<file path="src/rtl/div47_seq.sv">
// Sequential divide-by-47 of a 60-bit dividend, one 6-bit digit per cycle; result 10 edges after accept.
// Single job in flight: in_ready only when idle, result held until out_ready. DIV47_REM_OUT_EN adds the remainder port.
module div47_seq (
  input  logic        clk,
  input  logic        rst,
  input  logic        in_valid,
  output logic        in_ready,
  input  logic [59:0] dividend,
  output logic        out_valid,
  input  logic        out_ready,
  output logic [54:0] quotient
`ifdef DIV47_REM_OUT_EN
  ,
  output logic [5:0]  remainder
`endif
);

  typedef enum logic [1:0] {
    IDLE = 2'd0,
    RUN  = 2'd1,
    DONE = 2'd2
  } state_t;

  state_t      state;
  state_t      state_nxt;
  logic [59:0] dreg;
  logic [5:0]  r;
  logic [3:0]  cnt;
  logic [59:0] qreg;

  logic [11:0] t;
  logic [11:0] acc;
  logic [5:0]  d;
  logic [5:0]  r_nxt;
  logic [4:0]  qreg_unused;

  // t < 64*47, so six shifted compare/subtract steps yield the full digit
  always_comb begin
    t   = {r, dreg[59:54]};
    acc = t;
    d   = 6'd0;
    for (int i = 5; i >= 0; i--) begin
      if (acc >= (12'd47 << i)) begin
        acc  = acc - (12'd47 << i);
        d[i] = 1'b1;
      end
    end
    r_nxt = acc[5:0];
  end

  always_comb begin
    state_nxt = state;
    in_ready  = 1'b0;
    out_valid = 1'b0;
    case (state)
      IDLE: begin
        in_ready = 1'b1;
        if (in_valid) state_nxt = RUN;
      end
      RUN: begin
        if (cnt == 4'd9) state_nxt = DONE;
      end
      DONE: begin
        out_valid = 1'b1;
        if (out_ready) state_nxt = IDLE;
      end
      default: state_nxt = IDLE;
    endcase
  end

  always_ff @(posedge clk) begin
    if (rst) begin
      state <= IDLE;
      dreg  <= 60'd0;
      r     <= 6'd0;
      cnt   <= 4'd0;
      qreg  <= 60'd0;
    end else begin
      state <= state_nxt;
      case (state)
        IDLE: begin
          if (in_valid) begin
            dreg <= dividend;
            r    <= 6'd0;
            cnt  <= 4'd0;
            qreg <= 60'd0;
          end
        end
        RUN: begin
          dreg <= {dreg[53:0], 6'd0};
          r    <= r_nxt;
          cnt  <= cnt + 4'd1;
          qreg <= {qreg[53:0], d};
        end
        default: ;
      endcase
    end
  end

  // The leading digit is floor(c/47) <= 1, so the top five quotient bits never get set
  assign qreg_unused = qreg[59:55];
  assign quotient    = qreg[54:0];

`ifdef DIV47_REM_OUT_EN
  assign remainder = r;
`endif

endmodule

</file>
<file path="config.mk">
export PLATFORM = sky130hd
export DESIGN_NAME = div47_seq
export DESIGN_NICKNAME = d
export VERILOG_FILES = /design/src/rtl/div47_seq.sv
export SDC_FILE = /design/constraint.sdc
export NUM_CORES = 1
export LEC_CHECK = 0
export BUFFER_PORTS_ARGS = -buffer_cell sky130_fd_sc_hd__buf_4
export CORE_MARGIN = 3
export CORE_UTILIZATION = 57
export DETAILED_ROUTE_END_ITERATION = 8
export PLACE_DENSITY = 0.8
export SLEW_MARGIN = 20
export SYNTH_ARGS = -nofsm -noshare
export SYNTH_HDL_FRONTEND = slang
export SYNTH_SLANG_ARGS = --single-unit
</file>
<file path="constraint.sdc">
create_clock -name clk -period 7.92 [get_ports clk]
set_input_delay 1.584 -clock clk [delete_from_list [all_inputs] [get_ports clk]]
set_output_delay 1.584 -clock clk [all_outputs]
set_load 0.01 [all_outputs]
</file>
======== After elaboration in Yosys (flattened, before gate mapping) ========
Index checks and enable logic that the tools add are counted.
word-level totals
  bits in registers ....................... 127
  input port bits ......................... 64
  output and inout bits ................... 57
  logic and storage cells ................. 54
cells by class
  $add $sub $neg .......................... 7
  magnitude comparators ................... 6
  equal/unequal tests ..................... 6
  muxes and demuxes ....................... 26
  reductions and logical operators ........ 4
operator list
  cell                                                                                   count
  60-bit case mux with 2 select lines                                                    1
  55-bit case mux with 2 select lines                                                    1
  12-bit 2-to-1 mux                                                                      5
  60-bit 2-to-1 mux                                                                      1
  55-bit 2-to-1 mux                                                                      1
  12-bit by 10-bit greater-or-equal comparator with 1-bit output, second input constant  1
  12-bit by 11-bit greater-or-equal comparator with 1-bit output, second input constant  1
  12-bit by 6-bit greater-or-equal comparator with 1-bit output, second input constant   1
  12-bit by 7-bit greater-or-equal comparator with 1-bit output, second input constant   1
  12-bit by 8-bit greater-or-equal comparator with 1-bit output, second input constant   1
  12-bit by 9-bit greater-or-equal comparator with 1-bit output, second input constant   1
  6-bit 2-to-1 mux                                                                       2
  6-bit case mux with 2 select lines                                                     1
  12-bit by 10-bit subtractor with 12-bit output, second input constant                  1
  12-bit by 11-bit subtractor with 12-bit output, second input constant                  1
  12-bit by 7-bit subtractor with 12-bit output, second input constant                   1
  12-bit by 8-bit subtractor with 12-bit output, second input constant                   1
  12-bit by 9-bit subtractor with 12-bit output, second input constant                   1
  1-bit 2-to-1 mux                                                                       8
  4-bit case mux with 2 select lines                                                     1
  2-bit 2-to-1 mux                                                                       3
  2-bit != test, second input constant                                                   3
  2-bit case mux with 3 select lines                                                     1
  6-bit subtractor, second input constant                                                1
  other kinds (9)                                                                        9

======== Logic depth before layout (Yosys ltp) ========
  depth in word-level cells ............... 13
  mapped depth ............................ 30

======== Worst setup path before layout ========
Ideal clock, no wire load.
  kind .................................... flip-flop to flip-flop
  from .................................... reg dreg[59]
  to ...................................... reg r[1]
  library setup time ...................... 0.121 ns
  arrival time ............................ 5.793 ns
  slack ................................... 2.006 ns
  cell stages (with the launch flop) ...... 29
  buffers on the path ..................... 3
  clock period less this slack ............ 5.914 ns
  cell sequence ........................... dfxtp_1 -> clkbuf_2 -> or3b_1 -> o221ai_2 -> ha_1 -> nand2_1 -> a211oi_1 -> o211ai_1 -> a211oi_4 -> and2_1 -> clkbuf_1 -> xnor2_1 -> ha_1 -> o21ai_0 -> a21oi_1 -> o32ai_1 -> a2bb2oi_1 -> and2_1 -> buf_4 -> xnor2_1 -> ha_1 -> nand2_1 -> mux2_4 -> o32a_1 -> o32ai_1 -> o2111ai_1 -> a31oi_4 -> mux2i_1 -> o21ai_1
between the ends
  word-level cells in the longest chain between the ends .. 13
  elaborated cells between the ends (all ways) .. 19
ends and longest elaborated chain
  item                                                                                                                                     line    source
  start: declaration                                                                                                                       26      logic [59:0] dreg;
  start signal: assignment                                                                                                                 83      dreg <= dividend;
  start signal: assignment                                                                                                                 90      dreg <= {dreg[53:0], 6'd0};
  12-bit by 11-bit subtractor with 12-bit output / 12-bit by 11-bit greater-or-equal comparator with 1-bit output (equally long branches)  44, 43
  12-bit 2-to-1 mux (*)                                                                                                                    43      if (acc >= (12'd47 << i)) begin
  12-bit by 10-bit subtractor with 12-bit output / 12-bit by 10-bit greater-or-equal comparator with 1-bit output (equally long branches)  44, 43
  12-bit 2-to-1 mux (*)                                                                                                                    43
  12-bit by 9-bit subtractor with 12-bit output / 12-bit by 9-bit greater-or-equal comparator with 1-bit output (equally long branches)    44, 43
  12-bit 2-to-1 mux (*)                                                                                                                    43
  12-bit by 8-bit subtractor with 12-bit output / 12-bit by 8-bit greater-or-equal comparator with 1-bit output (equally long branches)    44, 43
  12-bit 2-to-1 mux (*)                                                                                                                    43
  12-bit by 7-bit subtractor with 12-bit output / 12-bit by 7-bit greater-or-equal comparator with 1-bit output (equally long branches)    44, 43
  12-bit 2-to-1 mux (*)                                                                                                                    43
  12-bit by 6-bit greater-or-equal comparator with 1-bit output / 6-bit subtractor (equally long branches)                                 43, 44
  6-bit 2-to-1 mux (*)                                                                                                                     43
  6-bit case mux with 2 select lines (*)                                                                                                   80      case (state)
  end signal: assignment                                                                                                                   91      r <= r_nxt;
  end: declaration                                                                                                                         27      logic [5:0] r;
Mark *: on every way between the ends. The rest lies on a longest branch, timed or not.
A chain may end at the register's enable or synchronous reset.

======== Final worst setup path ========
  from .................................... reg r[4]
  to ...................................... reg r[1]
between the ends
  word-level cells in the longest chain between the ends .. 13
  elaborated cells between the ends (all ways) .. 19
ends and longest elaborated chain
  item                                                                                                                                     line
  12-bit by 11-bit subtractor with 12-bit output / 12-bit by 11-bit greater-or-equal comparator with 1-bit output (equally long branches)  44, 43
  12-bit 2-to-1 mux (*)                                                                                                                    43
  12-bit by 10-bit subtractor with 12-bit output / 12-bit by 10-bit greater-or-equal comparator with 1-bit output (equally long branches)  44, 43
  12-bit 2-to-1 mux (*)                                                                                                                    43
  12-bit by 9-bit subtractor with 12-bit output / 12-bit by 9-bit greater-or-equal comparator with 1-bit output (equally long branches)    44, 43
  12-bit 2-to-1 mux (*)                                                                                                                    43
  12-bit by 8-bit subtractor with 12-bit output / 12-bit by 8-bit greater-or-equal comparator with 1-bit output (equally long branches)    44, 43
  12-bit 2-to-1 mux (*)                                                                                                                    43
  12-bit by 7-bit subtractor with 12-bit output / 12-bit by 7-bit greater-or-equal comparator with 1-bit output (equally long branches)    44, 43
  12-bit 2-to-1 mux (*)                                                                                                                    43
  12-bit by 6-bit greater-or-equal comparator with 1-bit output / 6-bit subtractor (equally long branches)                                 43, 44
  6-bit 2-to-1 mux (*)                                                                                                                     43
  6-bit case mux with 2 select lines (*)                                                                                                   80
Marks and branches as above.

==> flow_summary.yaml <==
placement:
  placed_area_um2: 8350
  placed_cells: 1216
  port_buffers: 120
  hpwl_um: 14400
  place_congestion: 0.920
global_routing:
  grt_remaining_overflow: 0
  antenna_found_initial: 0
  grt_pass1_wl_um: 34800
  grt_start_max_net_pins: 80
  grt.total_usage_pct: 29.1
  first_global_vias: 7024
yosys:
  ys_seq_area_share_pct: 34.0
  yosys-top-cells-area: "dfxtp_1 34%, nor2_1 13%, a22oi_1 5.8%"
  synth.avg_cell_area_um2: 7.55
  async_reset_ff_share_pct: 0
  syn-num-nets: 1064
  synth_common_cells: "259 x nor2_1, 127 x dfxtp_1, 72 x a21oi_1, 58 x a22oi_1, 54 x clkbuf_1"
  ys_types: 92
  synth_edf_count: 0
  synth_most_common_cell: "nor2_1"
  ys_warn_count: 0
  synth_area_um2: 7480
  synthDominantCellAreaShare_pct: 34.0
  synth_cells: 992
  synth_top_area_cell: "dfxtp_1"
  ys_seq_elements: 127
  synth_flop_cell: "dfxtp_1"
clock_network:
  cts_resized: 0
  root_buffer: "clkbuf_16"
  hold_buffers: 0
  htreeDepth: 4
  clk_latency_ps: 420
  numCtsBuffers: 17
  post-cts-setup-buffers: 0
  cts.sinks: 127
  cts_tree: "built"
  cts_buffer_depth: 2
  cts.clk_slew.worst_paths_ps: 60
setup_path:
  worstSetupPathType: "reg -> reg"
  path_buf_inv: 0
  critPathTopFamily: "compound AO/OA/AOI/OAI gates"
  crit_arrival_ps: 7590
  critPathSlowestCell: "dfxtp_1"
  crit_path_cell_trace: "a21oi_1, o32ai_1, or2_0, nand2_2, o311ai_2, o211ai_2, and2_1, xnor2_1, ha_1, nand2_1, a21oi_1, o32ai_1, a2bb2oi_1, and2_1, xnor2_1, ha_1, nand2_1, mux2_4, o32a_1, o32ai_1, o2111ai_1, a31oi_4, mux2i_1, o21ai_1"
  worst_ep_required_time_ps: 8210
  cpMostUsedCell: "o32ai_1"
  critPathLaunchType: "flip-flop"
  end_kind: "flip-flop"
  slowest_delay_ps: 760
  cp_max_fo: 21
power:
  p_leak_nw: 3.66
  p_per_area_nw_per_um2: 296
  peakVddDrop_uv: 198
layout:
  layout.cells.non_filler: 1247
  design_area_um2: 8920
  syn_to_final_growth_pct: 19.2
  fillers: 1055
  drive_gt1_share_pct: 18.3
  diodes: 0
  final_nets: 1135
  finish.utilization_pct: 70.2
die:
  die_width_um: 121
  ioPinCount: 121
  die_h_um: 121
  dieArea_um2: 14500
  coreArea_um2: 12700
  start_util_pct: 58.8
  num_rows: 41
sta:
  timing_hold_violations_final: 0
  timing.fmax_mhz: 137
  maxSlewHeadroom_pct: 50.1
  final-setup-viol-count: 0
  skew_ps: 14.7
  finalCritPeriodShare_pct: 92.2
  tns_ps: 0
  drv_slew: 0
  rsz0062_at_grt: "false"
  tightest_slew_ps: 746
  layout_min_cycle_time_ps: 7300
  hold_slack_ps: 488
detailed_routing:
  avgRoutedWirePerCell_um: 17.3
  via_per_inst: 6.16
  drt-initial-drc-count: 675
  drt-pass1-iter-count: 6
  drc: 0
  antenna_left: 0
  num_vias: 7685
  wirelength_um: 21600
hold_path:
  hold_class: "reg -> reg"
flow_run:
  drv_cap: 0
outcome:
  outcome: "finished clean"
[worst paths after layout]
path	start	endpoint	slack, ps	cells after the start
max	r[4]	r[1]	620	24
min	dreg[9]	dreg[9]	490	2
max reg2reg	r[4]	r[1]	620	24
min reg2reg	dreg[9]	dreg[9]	490	2
[worst reg2reg max path, delay by kind of cell (launching register included)]
| kind | cells | cell delay [ps] |
|---|---|---|
| simple gates | 6 | 1580 |
| flops | 1 | 760 |
| fa+ha+maj | 2 | 560 |
| mux | 2 | 540 |
| compound gates | 12 | 3330 |
| xor+xnor | 2 | 450 |
[where the power goes]
group	switching, mW	leakage, nW	internal [mW]
Clock	0.285	0.283	0.477
Sequential	0.0577	1.04	0.683
Combinational	0.689	2.34	0.446
Total	1.03	3.66	1.61
[cell usage in the layout, fill, tap and decap left out, types with 8 or more instances in the layout]
master and instances:
nand2_1 36, nor3_1 47, buf_4 128, nor2b_1 43, clkbuf_16 17, nor4_1 21, a21oi_1 72, a22oi_1 58
nor2_1 258, and3_1 8, dfxtp_1 126, nand3_1 17, o21ai_1 10, ha_1 8, nand2b_1 8, o21ai_0 18
[sequential cells by signal (all words and copies together) (netlist names)]
| name | flops |
|---|---|
| qreg | 55 |
| cnt | 4 |
| r | 6 |
| dreg | 60 |
| state | 2 |
[layer usage]
| layer | share of wire, % | global-route usage, % | routed length, µm | up-vias |
|---|---|---|---|---|
| met5 | 0 | 0 | 0 | - |
| met4 | 2.0 | 10.7 | 437 | 0 |
| met3 | 6.2 | 5.61 | 1330 | 36 |
| met2 | 49 | 47.4 | 10500 | 309 |
| met1 | 43 | 38.3 | 9290 | 3635 |
| li1 | - | - | - | 3705 |
[final cells by class]
class	instances	area [µm²]	share of cell area, %
Timing Repair Buffer	128	961	10.8
Tap cell	172	215	2.41
Clock inverter	10	114	1.28
Clock buffer	21	460	5.16
Inverter	6	22.5	0.252
Sequential cell	127	2550	28.5
Multi-Input combinational cell	783	4610	51.6
[cell families after synthesis]
group	share of synthesized area, %
compound gates	25.6
xor+xnor	1.52
fa+ha+maj	1.34
buf+inv	4.70
flops	34.0
mux	2.09
simple gates	30.8
[through the flow]
step,setup slack (ps),power (mW)
5_1_grt,88.8,2.78
3_3_place_gp,1090,1.85
2_1_floorplan,2010,1.66
6_report,619,2.64
4_1_cts,771,2.62
3_5_place_dp,828,1.85
Note: power is estimated with default switching activity, not from simulation.
